$ cat src/rtl/cgra_config_receiver.sv
// rtl/cgra_config_receiver.sv - receive end of the serial CGRA configuration protocol
//
// Purpose:
//   Mirrors the transmitter's one-cycle output register to know when the
//   1-bit bitstream carries a live bit, shifts those bits into a parallel
//   configuration vector (first bit received ends up in the MSB), and checks
//   the frame against the transmitter's done flag.
//
// Ports:
//   clock        rising-edge clock
//   reset        asynchronous active-high reset
//   sync_reset   synchronous restart, shared with the transmitter
//   enable       transmitter enable (same net)
//   bitstream    registered serial data from the transmitter
//   done         transmitter done flag
//   config_out   assembled configuration vector
//   config_valid frame complete and confirmed by done
//   busy         frame in progress (LOADING or LOADED)
//   bit_count    number of bits captured so far
//   error        sticky protocol error
//   error_code   01 = underflow (done before frame complete), 10 = done dropped

module cgra_config_receiver #(
  parameter int TOTAL_NUM_BITS = 465,
  parameter int COUNT_WIDTH    = 32
) (
  input  logic                      clock,
  input  logic                      reset,
  input  logic                      sync_reset,
  input  logic                      enable,
  input  logic                      bitstream,
  input  logic                      done,
  output logic [TOTAL_NUM_BITS-1:0] config_out,
  output logic                      config_valid,
  output logic                      busy,
  output logic [COUNT_WIDTH-1:0]    bit_count,
  output logic                      error,
  output logic [1:0]                error_code
);

  localparam logic [COUNT_WIDTH-1:0] TOTAL = COUNT_WIDTH'(TOTAL_NUM_BITS);

  localparam logic [1:0] CODE_NONE      = 2'b00;
  localparam logic [1:0] CODE_UNDERFLOW = 2'b01;
  localparam logic [1:0] CODE_DROPPED   = 2'b10;

  typedef enum logic [2:0] {
    IDLE,
    LOADING,
    LOADED,
    DONE,
    ERROR
  } state_t;

  state_t                   state_q;
  state_t                   state_d;
  logic [1:0]               code_d;
  logic [COUNT_WIDTH-1:0]   issue_count;
  logic                     pending;
  logic                     issue;
  logic [COUNT_WIDTH-1:0]   count_next;

  // The transmitter emits a bit on every enabled edge until it has sent the
  // whole frame; that bit appears on bitstream one edge later, which is when
  // pending says it is safe to sample.
  assign issue = enable && !sync_reset && (issue_count < TOTAL);

  // Count as it will be after this edge's capture; state decisions use it so
  // that a done arriving together with the final bit does not look like an
  // underflow.
  assign count_next = bit_count + COUNT_WIDTH'(pending);

  always_ff @(posedge clock or posedge reset) begin
    if (reset) begin
      issue_count <= '0;
      pending     <= 1'b0;
      config_out  <= '0;
      bit_count   <= '0;
      state_q     <= IDLE;
      error_code  <= CODE_NONE;
    end else if (sync_reset) begin
      issue_count <= '0;
      pending     <= 1'b0;
      config_out  <= '0;
      bit_count   <= '0;
      state_q     <= IDLE;
      error_code  <= CODE_NONE;
    end else begin
      pending <= issue;
      if (issue) begin
        issue_count <= issue_count + 1'b1;
      end
      if (pending) begin
        config_out <= {config_out[TOTAL_NUM_BITS-2:0], bitstream};
        bit_count  <= count_next;
      end
      state_q    <= state_d;
      error_code <= code_d;
    end
  end

  always_comb begin
    state_d = state_q;
    code_d  = error_code;
    case (state_q)
      IDLE: begin
        if (pending && (count_next == TOTAL)) begin
          state_d = LOADED;
        end else if (done) begin
          state_d = ERROR;
          code_d  = CODE_UNDERFLOW;
        end else if (pending) begin
          state_d = LOADING;
        end
      end
      LOADING: begin
        if (count_next == TOTAL) begin
          state_d = LOADED;
        end else if (done) begin
          state_d = ERROR;
          code_d  = CODE_UNDERFLOW;
        end
      end
      LOADED: begin
        if (done) begin
          state_d = DONE;
        end
      end
      DONE: begin
        if (!done) begin
          state_d = ERROR;
          code_d  = CODE_DROPPED;
        end
      end
      ERROR: begin
        state_d = ERROR;
      end
      default: begin
        state_d = IDLE;
        code_d  = CODE_NONE;
      end
    endcase
  end

  assign busy         = (state_q == LOADING) || (state_q == LOADED);
  assign config_valid = (state_q == DONE);
  assign error        = (state_q == ERROR);

endmodule

$ cat config.mk
export PLATFORM = sky130hd
export DESIGN_NAME = cgra_config_receiver
export DESIGN_NICKNAME = d
export VERILOG_FILES = /design/src/rtl/cgra_config_receiver.sv
export SDC_FILE = /design/constraint.sdc
export NUM_CORES = 1
export LEC_CHECK = 0
export BUFFER_PORTS_ARGS = -buffer_cell sky130_fd_sc_hd__buf_2
export CAP_MARGIN = 20
export CORE_AREA = 3 3 201 203
export DETAILED_ROUTE_END_ITERATION = 6
export DIE_AREA = 0 0 204 206
export GPL_ROUTABILITY_DRIVEN = 0
export MAX_ROUTING_LAYER = met4
export PLACE_DENSITY = 0.84
export SYNTH_ARGS = -nofsm -noshare
export SYNTH_HDL_FRONTEND = slang
export SYNTH_SLANG_ARGS = --single-unit
$ cat constraint.sdc
create_clock -name clock -period 40.4 [get_ports clock]
set_clock_uncertainty 0.2 [all_clocks]
set_input_delay 4.04 -clock clock [delete_from_list [all_inputs] [get_ports clock]]
set_output_delay 4.04 -clock clock [all_outputs]
set_load 0.005 [all_outputs]
==> results of run 1 <==
## cells by family (layout without fill, tap and decap cells)
kind of cell | after synthesis | after routing | share of synthesized area (%)
adders and majority gates | 4 | 4 | 0.224
AOI/OAI and AO/OA | 60 | 60 | 1.80
and+or+nand+nor | 674 | 674 | 12.9
buffers and inverters | 143 | 623 | 2.48
xor gates and xnor gates | 43 | 43 | 1.68
muxes | 471 | 471 | 21.1
DFF | 535 | 535 | 59.8
## report_power, final
| group | internal (W) | switching (W) | leakage [nW] |
|---|---|---|---|
| clock | 0.000278 | 0.000202 | 0.838 |
| sequential | 0.000537 | 0.00000184 | 7.47 |
| combinational | 0.0000134 | 0.0000304 | 5.86 |
## flip-flops by register name (all words and copies together) (netlist names)
| signal | count |
|---|---|
| config_out | 465 |
| bit_count | 32 |
| issue_count | 32 |
| state_q | 3 |
| error_code | 2 |
| pending | 1 |
## worst register-to-register path, cell delays in order (launching register included)
cell,delay (ps)
dfrtp_4,930
buf_4,820
buf_4,980
buf_4,870
mux2i_1,310
nor2_1,80
## final cells by class
| type | count | area (um2) | area share, % |
|---|---|---|---|
| inverters | 7 | 33.8 | 0.125 |
| multi-input cells | 1252 | 8430 | 31.3 |
| repair buffers | 524 | 2740 | 10.2 |
| clock buffers | 77 | 1550 | 5.74 |
| well taps | 518 | 648 | 2.41 |
| flip-flops and latches | 535 | 13400 | 49.7 |
| clock inverters | 15 | 150 | 0.557 |
## layer usage
| metal | share of wire [%] | vias up | GRT usage, % |
|---|---|---|---|
| li1 | - | 7371 | - |
| met5 | 0 | - | - |
| met3 | 7.8 | 104 | 7.62 |
| met2 | 49 | 489 | 41.3 |
| met1 | 40 | 7941 | 31.9 |
| met4 | 3.9 | 0 | 9.76 |
## synthesized netlist by cell type (3+ instances only)
cell,instances
a21oi_1,20
a31o_2,3
and2_1,4
and3_1,4
and4_1,3
buf_1,39
buf_2,7
clkbuf_1,86
dfrtp_1,535
ha_1,4
inv_1,7
mux2i_1,471
nand2_1,23
nand2b_1,3
nand3_1,20
nand4_1,19
nor2_1,521
nor2b_1,26
nor3_1,11
nor4_1,10
o211ai_1,3
o21ai_0,14
or2_2,6
or3_1,9
xnor2_1,21
xor2_1,22
## metrics by stage
step,util [%],hold WS (ps),setup WS [ps],instance area [um2],instances
final,69.7,301,34040,26900,2928
after floorplan,-,262,21210,22400,1930
after global routing,69.7,318,33860,26900,2928
after detailed placement,65.2,287,33360,25200,2834
after global placement,65.2,278,33470,25200,2834
after CTS,69.6,306,33990,26900,2926
## worst max path at each step
stage	depth (start not counted)	to	slack, ps	startpoint
final	4	config_out[385]$_DFFE_PP0P_	34040	sync_reset
after global routing	4	config_out[329]$_DFFE_PP0P_	33860	sync_reset
after CTS	4	config_out[91]$_DFFE_PP0P_	33990	reset
after detailed placement	4	config_out[116]$_DFFE_PP0P_	33360	reset
after global placement	4	config_out[116]$_DFFE_PP0P_	33470	reset
after floorplan	1	bit_count[0]$_DFFE_PP0P_	21210	reset
==> flow_summary.json, run 1 <==
{
  "cts_tree": "done",
  "r2r_end": "config_out[242]$_DFFE_PP0P_",
  "post_cts_resized": 0,
  "insertion_delay_ps": 600,
  "cts_setup_buffers": 0,
  "ys_warn_count": 0,
  "root_buffer": "clkbuf_16",
  "overflow": 0,
  "dieHeight_um": 206,
  "final_cell_mix": "dfrtp_1, nor2_1, buf_2, mux2i_1, clkbuf_16",
  "path_clk_slew_ps": 60,
  "post-route-period-util_pct": 15.7,
  "worstPathBufferInverterCount": 3,
  "start_util_pct": 57.9,
  "fmax_ghz": 0.157,
  "drv_slew": 0,
  "powerDensity_nw_per_um2": 39.4,
  "io_buffers": 507,
  "ys_top_cells_by_area": "dfrtp_1, mux2i_1, nor2_1",
  "drt_first_pass_iters": 5,
  "power_w": 0.00106,
  "regToRegStartpoint": "pending$_DFF_PP0_",
  "viasPerCell": 5.43,
  "synth_fp_nets": 1940,
  "final_nets": 2384,
  "grt_pass1_vias": 15900,
  "synth_edf_count": 0,
  "r2r_slack_ps": 36030,
  "worstSetupPathType": "in -> reg",
  "ys_seq_area_share_pct": 59.8,
  "grt_max_degree": 175,
  "syn_avg_cell_area_um2": 11.6,
  "hold_depth": 1,
  "fillerInstances": 2713,
  "max-cap-violations": 0,
  "crit_top_cell": "buf_4",
  "core_um2": 38600,
  "dieArea_um2": 42000,
  "holdCritStartpoint": "issue_count[16]$_DFFE_PP0P_",
  "finalSetupTns_ps": 0,
  "tightest_slew_ps": 1130,
  "post_drt_wl_per_cell_um": 18.5,
  "cp_data_arrival_time_ps": 6590,
  "slew_headroom_pct": 24.8,
  "reg2reg_depth": 5,
  "htree_levels": 2,
  "dp_hpwl_um": 36500,
  "critPathSlowestCell": "buf_4",
  "min_period_ps": 6360,
  "leakage_nw": 14.2,
  "wirelength_um": 54100,
  "hold_buffers": 0,
  "ir_worst_vdd_v": 0.0000425,
  "start_kind": "input pin",
  "cts_buffer_depth": 3,
  "finalHoldViolCount": 0,
  "ant_nets": 0,
  "antenna_found_initial": 0,
  "holdPathEnd": "issue_count[16]$_DFFE_PP0P_",
  "yosys.area.top_type": "dfrtp_1",
  "ys_ff_latch": 535,
  "antennaDiodeCount": 0,
  "drive_above_1_share_pct": 26.1,
  "critPathRequiredTime_ps": 40630,
  "ys_types": 54,
  "synthFlopType": "dfrtp_1",
  "status": "finished clean",
  "synth_top_area_share_pct": 59.8,
  "synth_cells": 1930,
  "cpLargestDelayFamily": "buffers and inverters",
  "cp_max_fo": 152,
  "layout.cells.most_common": "dfrtp_1",
  "numCtsBuffers": 54,
  "drc": 0,
  "cp-end-kind": "flip-flop",
  "worstPathCellList": "buf_8 > buf_4 > buf_4 > nor2_1",
  "slowest_delay_ps": 890,
  "dieWidth_um": 204,
  "drt_iter0_drc": 1177,
  "rows": 72,
  "rsz0062_at_grt": "false",
  "grt_use_total_pct": 26.0,
  "setup_violations": 0,
  "async_flop_share_pct": 100,
  "cts_sinks": 535,
  "vias": 15900,
  "grt_pass1_wl_um": 85400,
  "syn_to_final_growth_pct": 20.4,
  "hp-class": "reg -> reg",
  "syn_area_um2": 22400,
  "ios": 508
}
Note: power is estimated with default switching activity, not from simulation.
==> run 2: changes to the inputs <==
--- a/config.mk
+++ b/config.mk
@@ -7,12 +7,12 @@
 export LEC_CHECK = 0
 export BUFFER_PORTS_ARGS = -buffer_cell sky130_fd_sc_hd__buf_2
 export CAP_MARGIN = 20
-export CORE_AREA = 3 3 201 203
+export CORE_AREA = 3 3 218 220
 export DETAILED_ROUTE_END_ITERATION = 6
-export DIE_AREA = 0 0 204 206
+export DIE_AREA = 0 0 221 223
 export GPL_ROUTABILITY_DRIVEN = 0
 export MAX_ROUTING_LAYER = met4
-export PLACE_DENSITY = 0.84
+export PLACE_DENSITY = 0.76
 export SYNTH_ARGS = -nofsm -noshare
 export SYNTH_HDL_FRONTEND = slang
 export SYNTH_SLANG_ARGS = --single-unit
==> constraint.sdc (replaced) <==
create_clock -name clock -period 5.8 [get_ports clock]
set_clock_uncertainty 0.2 [all_clocks]
set_input_delay 0.58 -clock clock [delete_from_list [all_inputs] [get_ports clock]]
set_output_delay 0.58 -clock clock [all_outputs]
set_load 0.005 [all_outputs]
==> run 2 against run 1 <==
Compared with the run above:
- die area rose by 17%
- worst setup slack got worse by 32000 ps
- routed wire length rose by 1.6%
- via count fell by 0.21%
- hold slack got worse by 230 ps
- global-route usage fell by 3.3 points
- largest power group unchanged
==> flow_summary.json, run 2 (synthesis results as in run 1) <==
{
  "status": "finished clean",
  "setup_violations": 0,
  "min_period_ps": 4010,
  "post_cts_resized": 0,
  "ant_nets": 0,
  "dp_hpwl_um": 37000,
  "vias": 15900,
  "post_drt_wl_per_cell_um": 18.2,
  "switchingPower_w": 0.00170,
  "cp-end-kind": "flip-flop",
  "regMostFlops": "config_out",
  "start_util_pct": 49.2,
  "dieHeight_um": 223,
  "dieArea_um2": 49300,
  "cts_buffer_depth": 3,
  "final_area_um2": 27300,
  "largest_reg_flops": 465,
  "rsz0062_at_grt": "false",
  "core_um2": 45500,
  "drc": 0,
  "cts_setup_buffers": 0,
  "path_clk_slew_ps": 60,
  "post-route-period-util_pct": 69.1,
  "final_cell_mix": "dfrtp_1, nor2_1, buf_2, mux2i_1, clkbuf_16",
  "fillerInstances": 3688,
  "viasPerCell": 5.25,
  "htree_levels": 2,
  "leakage_nw": 14.3,
  "numCtsBuffers": 56,
  "cts_tree": "done",
  "max-cap-violations": 0,
  "drt_iter0_drc": 1206,
  "layout.cells.most_common": "dfrtp_1",
  "ir_worst_vdd_v": 0.000241,
  "tightest_slew_ps": 998,
  "finalHoldViolCount": 0,
  "power_w": 0.00766,
  "met1_usage_pct": 30.2,
  "final_nets": 2386,
  "power_frac_comb_pct": 4.0,
  "p_int_w": 0.00596,
  "cts_sinks": 535,
  "critPathRequiredTime_ps": 6100,
  "cp_max_fo": 55,
  "drt_first_pass_iters": 5,
  "share_clk_of_total_power_pct": 47.1,
  "use_met3_pct": 5.97,
  "slew_headroom_pct": 33.5,
  "insertion_delay_ps": 590,
  "dieWidth_um": 221,
  "syn_to_final_growth_pct": 21.8,
  "powerDensity_nw_per_um2": 281,
  "placed_area_um2": 25300,
  "fin_util_pct": 59.9,
  "grt_use_total_pct": 22.7,
  "hold_buffers": 1,
  "drive_above_1_share_pct": 26.5,
  "ios": 508,
  "start_kind": "flip-flop",
  "grt_pass1_vias": 15800,
  "worstSetupPathType": "reg -> reg",
  "io_buffers": 507,
  "gr-usage-met2_pct": 34.7,
  "cp_data_arrival_time_ps": 4310,
  "hp-class": "in -> reg",
  "busiest_layer": "met2",
  "root_buffer": "clkbuf_16",
  "fmax_ghz": 0.250,
  "drv_slew": 0,
  "overflow": 0,
  "grt_pass1_wl_um": 89300,
  "grt_max_degree": 217,
  "antennaDiodeCount": 0,
  "regArea_um2": 13400,
  "rows": 78,
  "seqPwrFrac_pct": 49.0,
  "antenna_found_initial": 0,
  "multiInputGateArea_um2": 8430,
  "wirelength_um": 55000,
  "top_regs": "config_out x465, bit_count x32, issue_count x32",
  "p_sw_share_pct": 22.2
}
==> run 2: metal layers <==
metal / wire length [um] / up-vias
met5: 0 / -
met4: 1260 / 0
met3: 3870 / 72
met2: 25800 / 478
met1: 24000 / 7928
li1: - / 7394
==> run 2: critical path, stage by stage, from the launching register on <==
cell	delay, ps
dfrtp_4	1000
ha_1	400
ha_1	350
nand4_1	200
nor4_1	500
mux2i_1	330
o211ai_1	130
nor4_1	290
nand3_1	200
o41ai_2	290
==> run 2: worst paths after layout <==
path / startpoint / end / slack [ps] / depth (start not counted)
min reg2reg: issue_count[8]$_DFFE_PP0P_ / issue_count[8]$_DFFE_PP0P_ / 300 / 2
max reg2reg: pending$_DFF_PP0_ / state_q[1]$_DFFE_PP0P_ / 1790 / 9
max: pending$_DFF_PP0_ / state_q[1]$_DFFE_PP0P_ / 1790 / 9
min in group asynchronous: reset / config_out[171]$_DFFE_PP0P_ / 440 / 3
min: bitstream / config_out[0]$_DFFE_PP0P_ / 70 / 3
max in group asynchronous: reset / config_out[281]$_DFFE_PP0P_ / 3420 / 5
==> run 2: power by group through the flow <==
stage	logic, W	registers [W]	clock network [W]
after floorplan	0.000259	0.00381	0
after global placement	0.000302	0.00382	0
after detailed placement	0.000308	0.00382	0
after CTS	0.000308	0.00375	0.00370
after global routing	0.000336	0.00375	0.00387
final	0.000305	0.00375	0.00360
==> run 2: cell type report <==
type,count,share of cell area (%)
flip-flops and latches,535,49.1
clock buffers,78,5.92
well taps,600,2.75
repair buffers,524,10.2
clock inverters,25,0.982
multi-input cells,1252,30.9
inverters,7,0.110
==> run 2: through the flow <==
step | instances | hold slack [ps] | TNS, ps | setup WS (ps)
2_1_floorplan | 1930 | 262 | -1205910 | -2250
5_1_grt | 3021 | 38.4 | 0 | 1360
3_3_place_gp | 2916 | 278 | 0 | 2020
3_5_place_dp | 2916 | 288 | 0 | 1860
4_1_cts | 3020 | 27.4 | 0 | 1840
6_report | 3021 | 69.9 | 0 | 1790
